$ cat src/rtl/modadd_stream.sv
// modadd_stream: 2-stage valid/ready streaming adder C = (A + B) mod Q for Kyber coefficients
//   clk, reset (async, active-low)
//   in_valid/in_ready, in_a, in_b       operand pair input, operands < Q
//   out_valid/out_ready, out_c          result output
//   out_idx, out_last                   coefficient index 0..N-1, high on index N-1
//   range_err                           sticky out-of-range flag, only with MODADD_RANGE_CHECK_EN
module modadd_stream #(
  parameter int Q  = 3329,
  parameter int W  = 12,
  parameter int N  = 256,
  parameter int CW = 8
) (
  input  logic          clk,
  input  logic          reset,
  input  logic          in_valid,
  output logic          in_ready,
  input  logic [W-1:0]  in_a,
  input  logic [W-1:0]  in_b,
  output logic          out_valid,
  input  logic          out_ready,
  output logic [W-1:0]  out_c,
  output logic [CW-1:0] out_idx,
  output logic          out_last
`ifdef MODADD_RANGE_CHECK_EN
  ,
  output logic          range_err
`endif
);
  logic          en1, en2;
  logic [W:0]    sum;
  logic          s1_v_q, s1_v_d, s2_v_q, s2_v_d;
  logic [W-1:0]  r_q, r_d, rq_q, rq_d, c_q, c_d;
  logic          neg_q, neg_d;
  logic [CW-1:0] idx_q, idx_d;
  // neg is the sign of R - Q and rq its low W bits; together they select the reduced sum
  always_comb begin
    en2    = ~s2_v_q | out_ready;
    en1    = ~s1_v_q | en2;
    sum    = {1'b0, in_a} + {1'b0, in_b};
    s1_v_d = en1 ? in_valid : s1_v_q;
    r_d    = en1 ? sum[W-1:0] : r_q;
    rq_d   = en1 ? sum[W-1:0] - W'(Q) : rq_q;
    neg_d  = en1 ? sum < (W+1)'(Q) : neg_q;
    s2_v_d = en2 ? s1_v_q : s2_v_q;
    c_d    = en2 ? (neg_q ? r_q : rq_q) : c_q;
    idx_d  = (s2_v_q & out_ready) ? (idx_q == CW'(N-1) ? '0 : idx_q + CW'(1)) : idx_q;
  end
  always_ff @(posedge clk or negedge reset)
    if (!reset) begin
      s1_v_q <= 1'b0;
      s2_v_q <= 1'b0;
      r_q    <= '0;
      rq_q   <= '0;
      neg_q  <= 1'b0;
      c_q    <= '0;
      idx_q  <= '0;
    end else begin
      s1_v_q <= s1_v_d;
      s2_v_q <= s2_v_d;
      r_q    <= r_d;
      rq_q   <= rq_d;
      neg_q  <= neg_d;
      c_q    <= c_d;
      idx_q  <= idx_d;
    end
`ifdef MODADD_RANGE_CHECK_EN
  logic range_err_q, range_err_d;
  always_comb range_err_d = range_err_q | (in_valid & en1 & (in_a >= W'(Q) | in_b >= W'(Q)));
  always_ff @(posedge clk or negedge reset)
    if (!reset) range_err_q <= 1'b0;
    else        range_err_q <= range_err_d;
  assign range_err = range_err_q;
`endif
  // in_ready is combinational from out_ready so a full pipe drains and refills in one cycle
  assign in_ready  = en1;
  assign out_valid = s2_v_q;
  assign out_c     = c_q;
  assign out_idx   = idx_q;
  assign out_last  = s2_v_q & (idx_q == CW'(N-1));
endmodule
$ cat config.mk
export PLATFORM = sky130hd
export DESIGN_NAME = modadd_stream
export DESIGN_NICKNAME = d
export VERILOG_FILES = /design/src/rtl/modadd_stream.sv
export SDC_FILE = /design/constraint.sdc
export NUM_CORES = 1
export LEC_CHECK = 0
export CAP_MARGIN = 20
export CELL_PAD_IN_SITES_DETAIL_PLACEMENT = 1
export CELL_PAD_IN_SITES_GLOBAL_PLACEMENT = 1
export CORE_ASPECT_RATIO = 0.9
export CORE_UTILIZATION = 35
export DETAILED_ROUTE_END_ITERATION = 12
export PLACE_DENSITY_LB_ADDON = 0.08
export SYNTH_ARGS = -nofsm -noshare
export SYNTH_HDL_FRONTEND = slang
export SYNTH_SLANG_ARGS = --single-unit
$ cat constraint.sdc
create_clock -name clk -period 1.6 [get_ports clk]
set_input_delay 0.48 -clock clk [delete_from_list [all_inputs] [get_ports clk]]
set_output_delay 0.48 -clock clk [all_outputs]
set_load 0.01 [all_outputs]
==> results of run 1 <==
-- timing repair --
item,in CTS,in global routing
endpoints found under the setup margin,51,26
pin swaps,34,24
setup buffers,10,15
resized for setup,151,44
-- final cells by class --
class | count | area [µm²] | area share
Multi-Input combinational cell | 228 | 1990 | 0.435
Sequential cell | 47 | 1180 | 0.257
Clock inverter | 2 | 35.0 | 0.00765
Tap cell | 96 | 120 | 0.0262
Clock buffer | 6 | 82.6 | 0.0180
Inverter | 6 | 22.5 | 0.00492
Timing Repair Buffer | 134 | 1150 | 0.251
-- cells by family (layout without fill, tap and decap cells) --
group	Yosys count	in the layout
buffers and inverters	18	148
multiplexers	14	14
XOR/XNOR	14	14
AND/OR/NAND/NOR	105	105
flip-flops	47	47
adder cells (fa/ha/maj)	15	15
AO/OA/AOI/OAI	80	80
-- routing by layer --
metal / track usage / share of wire / wire length, µm
met3: 0.0266 / 0.021 / 180
met5: 0 / 0 / 0
met4: 0.0692 / 0.032 / 276
met1: 0.244 / 0.41 / 3490
met2: 0.357 / 0.54 / 4630
-- power groups by stage --
stage,sequential (µW),combinational (µW),clock [µW]
2_1_floorplan,1800,841,0
3_3_place_gp,1700,1840,0
3_5_place_dp,1730,1900,0
4_1_cts,1700,2010,928
5_1_grt,1760,2450,974
6_report,1720,2250,906
-- cells in the mapped netlist (2+ instances only) --
| master | instances | area (µm²) |
|---|---|---|
| o21a_1 | 4 | 30.0 |
| nor3_1 | 4 | 20.0 |
| xnor2_1 | 8 | 70.1 |
| o21ai_0 | 27 | 135 |
| a311oi_1 | 2 | 17.5 |
| o31ai_1 | 2 | 15.0 |
| a211oi_1 | 2 | 15.0 |
| dfrtp_1 | 47 | 1180 |
| nor2_1 | 21 | 78.8 |
| inv_1 | 6 | 22.5 |
| and2_1 | 3 | 18.8 |
| nand2_1 | 43 | 161 |
| a31oi_1 | 4 | 25.0 |
| or2_2 | 2 | 12.5 |
| xor2_1 | 6 | 52.6 |
| or3_1 | 3 | 18.8 |
| o2111ai_1 | 2 | 17.5 |
| a21o_1 | 4 | 30.0 |
| and3_2 | 2 | 15.0 |
| a21oi_1 | 16 | 80.1 |
| o211ai_2 | 2 | 25.0 |
| nand2b_1 | 4 | 25.0 |
| nand3_1 | 4 | 20.0 |
| and3_1 | 3 | 18.8 |
| mux2_2 | 2 | 22.5 |
| nand4_1 | 4 | 25.0 |
| nor2b_1 | 2 | 12.5 |
| ha_1 | 14 | 175 |
| clkbuf_1 | 9 | 33.8 |
| mux2i_1 | 12 | 120 |
| o21bai_1 | 2 | 15.0 |
-- per-stage QoR --
step | power, µW | std cells | setup slack [ps]
after floorplan | 2640 | 293 | -1190
after global placement | 3540 | 488 | -1630
after detailed placement | 3630 | 488 | -1680
after CTS | 4630 | 506 | -883
after global routing | 5180 | 519 | -1030
final | 4870 | 519 | -1000
-- registers in the layout, summed over array words and instances, names as in the netlist --
register and count:
out_valid 1, r_q 12, neg_q 1, out_idx 8, rq_q 12, out_c 12, s1_v_q 1
-- how the worst max path moves through the flow --
stage / start / to / slack (ps) / cells after the start
after global routing: in_b[4] / rq_q[7] / -1030 / 9
after floorplan: in_a[4] / rq_q[11] / -1190 / 9
after CTS: in_b[4] / rq_q[11] / -880 / 9
final: in_b[4] / rq_q[7] / -1000 / 9
after detailed placement: in_a[1] / rq_q[10] / -1680 / 10
after global placement: in_a[1] / rq_q[11] / -1630 / 9
==> out/metrics.cfg, run 1 <==
[grt]
grtUsageTotal = 0.200
grt_pass1_vias = 2647
antenna_found_initial = 0
overflow = 0
grt_max_degree = 48
grt_pass1_wl_um = 12800

[timing]
worst_pin_slew_ps = 401
setup_viol = 22
setup_slack_ps = -1000
post-route-period-util = 1.62
finalHoldViolations = 0
fmaxAchievable_mhz = 385
fin_hold_ws_ps = 153
fin_crit_ps = 2600
rsz0062_at_grt = yes
fin_skew_ps = 9.09
relSlewSlack = 0.730
finalSetupTns_ps = -10490
slew_violations = 0

[critical_path]
crit_type = input pin to flop
r2r_slack_ps = 50
crit_buf_inv = 2
cpPeakStageDelay_ps = 490
crit_family = simple AND/OR/NAND/NOR gates
crit_path_frequent_cell = or3_4
cp.arrival_ps = 2820
r2r-start = out_valid
critPathMaxFanout = 4
r2r_cells = 7
crit_chain = buf_8, ha_4, a21o_4, o21bai_1, or4b_4, or3_4, or3_4, buf_4, a31oi_4
cp_data_required_time_ps = 1820
regToRegEndpoint = rq_q[11]
start_kind = input pin
slowest_stage = or4b_4
worst_setup_path_end_kind = flop

[logic_synthesis]
postSynthCellCount = 293
synth.area.mux_share = 0.0519
synth_compound_gate_area_share = 0.189
synth_fa_ha_area_frac = 0.0710
seq_area_frac_synth = 0.428
synth.avg_cell_area_um2 = 9.38
ys_ff_latch = 47
synthXorXnorAreaFrac = 0.0446
synth_top_family_by_area = compound AO/OA/AOI/OAI gates
synthDistinctLibCells = 58
synth_ff_type = dfrtp_1
syn_nets = 336
synth_warnings = 0
synth-edff-count = 0
syn-cell-area_um2 = 2750
yosys.area_share.simple = 0.187
async_flop_share = 1.00

[power]
seq_power_share = 0.352
p_int_uw = 3220
pwr-share-clk = 0.186
sw_frac_of_total = 0.339
p_leak_uw = 0.00203
p_comb_frac = 0.462
power_density_nw_per_um2 = 1060
peakVddDrop_uv = 450
power.switching_uw = 1650

[placement]
gp_congestion = 0.754
dpl.hpwl_um = 5530
port_buffers = 50
placed_area_um2 = 3910

[floorplanning]
start_util = 0.363
coreArea_um2 = 7580
die_w_um = 95.4
rows = 30
fp.dieH_um = 86.1
boundaryPins = 51
die_area_um2 = 8210

[final_layout]
drive_gt1_frac = 0.444
area_growth_pct = 66.6
fillers = 836
fin_nets = 465
mostFrequentLayoutCell = buf_4
diodes = 0
mostFrequentLayoutCells = buf_4, dfrtp_1, nand2_1
final_util = 0.604
finalInstanceArea_um2 = 4580

[run_status]
status = finished, violations left
failed_checks = setup timing

[job]
maxCapViolations = 0

[detailed_routing]
wl_um = 8580
drt_pass1_iterations = 4
viasPerCell = 5.15
vias = 2671
drt_drc_violations_left = 0
drt_iter0_drc = 85
wl_per_cell_um = 16.5
ant_nets = 0

[clock_tree]
cts.htree.levels = 2
clk_pin_slew_worst_paths_ps = 80
clock_latency_ps = 300
cts_tree = done
cts.sinks = 47
max-clock-path-buffers = 2
cts_made_buffers = 5
root_buffer = clkbuf_8
cts_hold_buf = 0

[worst_hold_path]
hold_class = input pin to asynchronous set/reset pin

No activity file was read; power rests on OpenSTA's default activity.
==> run 2: changes to the inputs <==
--- a/config.mk
+++ b/config.mk
@@ -11,6 +11,7 @@
 export CORE_ASPECT_RATIO = 0.9
 export CORE_UTILIZATION = 35
 export DETAILED_ROUTE_END_ITERATION = 12
+export MAX_ROUTING_LAYER = met4
 export PLACE_DENSITY_LB_ADDON = 0.08
 export SYNTH_ARGS = -nofsm -noshare
 export SYNTH_HDL_FRONTEND = slang
==> run 2 against run 1 <==
The flow still finishes with violations (setup timing). Setup slack worse by 3.1 ps. Power is essentially flat. Design area unchanged. Fmax decreased by 0.12%. Clock power decreased by 0.4%. Wire length fell by 0.16%. Largest cell class unchanged. Largest power group unchanged.
==> out/metrics.cfg, run 2 (same netlist as run 1, synthesis figures left out) <==
[detailed_routing]
drt_drc_violations_left = 0
vias = 2656
drt_iter0_drc = 84
viasPerCell = 5.12
drt_pass1_iterations = 4
wl_per_cell_um = 16.5
wl_um = 8560
ant_nets = 0

[grt]
grt_pass1_vias = 2645
antenna_found_initial = 0
overflow = 0
grt_pass1_wl_um = 12800
grtUsageTotal = 0.206
grt_max_degree = 48

[final_layout]
mostFrequentLayoutCell = buf_4
mostFrequentLayoutCells = buf_4, dfrtp_1, nand2_1
area_growth_pct = 66.6
fillers = 836
multi_input_area_um2 = 1990
regArea_um2 = 1180
fin_nets = 465
diodes = 0
drive_gt1_frac = 0.444

[critical_path]
crit_chain = buf_8, ha_4, a21o_4, o21bai_1, or4b_4, or3_4, or3_4, buf_4, a31oi_4
worst_setup_path_end_kind = flop
crit_type = input pin to flop
start_kind = input pin
cp_data_required_time_ps = 1820
r2r_slack_ps = 60
cpPeakStageDelay_ps = 490
cp.arrival_ps = 2820
critPathMaxFanout = 4
slowest_stage = or4b_4
crit_path_frequent_cell = or3_4

[timing]
fmaxAchievable_mhz = 384
setup_slack_ps = -1000
fin_crit_ps = 2600
finalHoldViolations = 0
relSlewSlack = 0.730
rsz0062_at_grt = yes
slew_violations = 0
finalSetupTns_ps = -10500
post-route-period-util = 1.63
setup_viol = 22
fin_skew_ps = 6.54
worst_pin_slew_ps = 401

[job]
maxCapViolations = 0

[clock_tree]
clock_latency_ps = 300
max-clock-path-buffers = 2
root_buffer = clkbuf_8
cts.htree.levels = 2
cts_tree = done
cts_hold_buf = 0
clk_pin_slew_worst_paths_ps = 80
cts_made_buffers = 5
cts.sinks = 47

[floorplanning]
boundaryPins = 51
die_area_um2 = 8210
start_util = 0.363
die_w_um = 95.4
coreArea_um2 = 7580
fp.dieH_um = 86.1
rows = 30

[power]
p_leak_uw = 0.00203
peakVddDrop_uv = 449
power_density_nw_per_um2 = 1060
total_power_uw = 4870

[placement]
gp_congestion = 0.764
pre_cts_ws_ps = -1680
dpl.hpwl_um = 5530
port_buffers = 50

[run_status]
status = finished, violations left
failed_checks = setup timing

[worst_hold_path]
hold_class = input pin to asynchronous set/reset pin

==> run 2: cell counts in the layout (fill, tap and decap cells not counted) <==
Identical to the previous run, type by type.
==> run 2: cell type report <==
cell class                 instances  area share
tap                               96      0.0262
clock inverter                     2     0.00765
inverter                           6     0.00492
sequential                        47       0.257
timing repair buffer             134       0.251
clock buffer                       6      0.0180
multi-input combinational        228       0.435
==> run 2: timing repair <==
action | 4_1_cts | 5_1_grt
endpoints found under the setup margin | 51 | 26
pin swaps | 34 | 24
gates resized for setup | 151 | 44
buffers inserted | 10 | 15
==> run 2: through the flow <==
step	utilization	std cells	hold slack (ps)	instance area, µm²
2_1_floorplan	-	293	184	2900
5_1_grt	0.604	519	166	4580
3_3_place_gp	0.516	488	436	3910
6_report	0.604	519	152	4580
4_1_cts	0.569	506	155	4310
3_5_place_dp	0.516	488	454	3910
==> run 2: path summary, 6_finish.rpt <==
| check | from | to | cells past startpoint |
|---|---|---|---|
| max in group asynchronous | reset | out_valid | 2 |
| min in group clk | s1_v_q | out_valid | 1 |
| hold reg to reg | s1_v_q | out_valid | 1 |
| setup / recovery | in_b[4] | rq_q[7] | 9 |
| setup reg to reg | out_valid | rq_q[11] | 7 |
| hold / removal | reset | out_c[5] | 2 |
==> run 2: where the power goes <==
group,internal [µW],switching (µW)
registers,1510,206
clock network,506,396
logic,1200,1040
==> run 2: layer usage <==
| metal | global-route usage | part of all wire | vias up |
|---|---|---|---|
| li1 | - | - | 1300 |
| met2 | 0.358 | 0.54 | 53 |
| met5 | - | 0 | - |
| met4 | 0.0692 | 0.032 | 0 |
| met1 | 0.243 | 0.41 | 1286 |
| met3 | 0.0266 | 0.021 | 17 |
==> run 2: critical path, delay by kind of cell <==
kind,cells,cell delay [ps]
simple gates,3,1260
buf+inv,2,260
compound gates,3,580
fa+ha+maj,1,240
==> run 3: changes to the inputs <==
==> constraint.sdc (replaced) <==
create_clock -name clk -period 3.15 [get_ports clk]
set_input_delay 0.945 -clock clk [delete_from_list [all_inputs] [get_ports clk]]
set_output_delay 0.945 -clock clk [all_outputs]
set_load 0.01 [all_outputs]
==> run 3 against run 2 <==
The run now ends clean. Register-to-register slack improved by 1600 ps. Non-clock buffer count fell by 36. Critical path depth did not move. Wire length fell by 21%. Die area did not move. Cell count fell by 7.1%. Critical path type unchanged. Largest power group is now registers. Highest routed layer unchanged.
==> out/metrics.cfg, run 3 (same netlist as run 1, synthesis figures left out) <==
[floorplanning]
coreArea_um2 = 7580
start_util = 0.363
die_area_um2 = 8210
die_w_um = 95.4
fp.dieH_um = 86.1
boundaryPins = 51
rows = 30

[timing]
setup_slack_ps = 62.0
worst_pin_slew_ps = 744
fmaxAchievable_mhz = 324
relSlewSlack = 0.504
post-route-period-util = 0.980
fin_crit_ps = 3090
slew_violations = 0
finalHoldViolations = 0
rsz0062_at_grt = no
fin_skew_ps = 3.70
setup_viol = 0

[final_layout]
multi_input_area_um2 = 1640
regArea_um2 = 1180
diodes = 0
finalInstanceArea_um2 = 3850
fillers = 867
mostFrequentLayoutCells = buf_4, dfrtp_1, nand2_1
fin_nets = 429
mostFrequentLayoutCell = buf_4
final_util = 0.508
drive_gt1_frac = 0.256
area_growth_pct = 40.2

[critical_path]
worst_setup_path_end_kind = flop
cp.arrival_ps = 3260
crit_type = input pin to flop
r2r_cells = 5
start_kind = input pin
cp_data_required_time_ps = 3330
critPathMaxFanout = 4

[worst_hold_path]
hold_class = flop to flop
hold_depth = 1

[clock_tree]
cts.htree.levels = 2
root_buffer = clkbuf_8
clock_latency_ps = 290
cts_tree = done
max-clock-path-buffers = 2
clk_pin_slew_worst_paths_ps = 80
cts_hold_buf = 0
cts.sinks = 47
cts_made_buffers = 5

[placement]
gp_congestion = 0.784
pre_cts_ws_ps = -619
placed_area_um2 = 3700
dpl.hpwl_um = 5310
port_buffers = 50

[detailed_routing]
drt_pass1_iterations = 4
vias = 2420
drt_drc_violations_left = 0
viasPerCell = 5.02
wl_um = 6730
ant_nets = 0
drt_iter0_drc = 67
wl_per_cell_um = 14.0

[grt]
grt_max_degree = 29
grt_pass1_vias = 2443
grt_pass1_wl_um = 11700
overflow = 0
antenna_found_initial = 0
grtUsageTotal = 0.186

[power]
p_leak_uw = 0.00169
power_density_nw_per_um2 = 549
total_power_uw = 2120
peakVddDrop_uv = 161

[job]
maxCapViolations = 0

[run_status]
status = finished, final reports clean

-- run 3: cell count changes in the layout (fill, tap and decap cells not counted), moves of 7 or more --
| cell | delta |
|---|---|
| buf_4 | -18 |
| buf_6 | -22 |
| clkdlybuf4s50_1 | +31 |
| dlygate4sd2_1 | -17 |
| ha_4 | -7 |
-- run 3: through the flow --
| stage | setup TNS, ps | std cells | hold slack, ps |
|---|---|---|---|
| after floorplan | -151 | 293 | 430 |
| after global placement | -3780 | 472 | 438 |
| after detailed placement | -4490 | 472 | 442 |
| after CTS | -24.8 | 482 | 462 |
| after global routing | 0 | 482 | 476 |
| final | 0 | 482 | 460 |
-- run 3: final cells by class --
class                   instances  area share
clock buffers                   6      0.0214
inverters                       6     0.00584
clock inverters                 1     0.00130
multi-input cells             228       0.425
flip-flops and latches         47       0.305
repair buffers                 98       0.210
well taps                      96      0.0312
-- run 3: report_power, final --
| part | total, µW | switching, µW | internal (µW) |
|---|---|---|---|
| Clock | 364 | 191 | 172 |
| Sequential | 903 | 137 | 766 |
| Combinational | 850 | 374 | 476 |
| Total | 2120 | 702 | 1410 |
-- run 3: final timing paths --
check | start | to | slack (ps)
min in group asynchronous | reset | out_idx[2] | 600
hold / removal | s1_v_q | out_valid | 460
setup reg to reg | out_valid | neg_q | 1650
setup / recovery | in_a[2] | rq_q[11] | 60
max in group asynchronous | reset | out_c[1] | 1820
hold reg to reg | s1_v_q | out_valid | 460
-- run 3: critical path, stage by stage --
cell and delay [ps]:
dlygate4sd2_1 260, ha_4 170, and3_4 170, o21bai_1 110, or4b_4 480, or3_4 380, or3_4 440, o2111ai_4 210
o211ai_2 110
-- run 3: what timing repair did --
item	4_1_cts	5_1_grt
pin swaps	16	12
endpoints found under the setup margin	8	4
resized for setup	34	17
setup buffers	3	0
-- run 3: metal layers --
| metal | GRT usage | share of wire |
|---|---|---|
| met1 | 0.238 | 0.47 |
| met2 | 0.311 | 0.50 |
| met3 | 0.0239 | 0.021 |
| met4 | 0.0407 | 0.0082 |
| met5 | - | 0 |
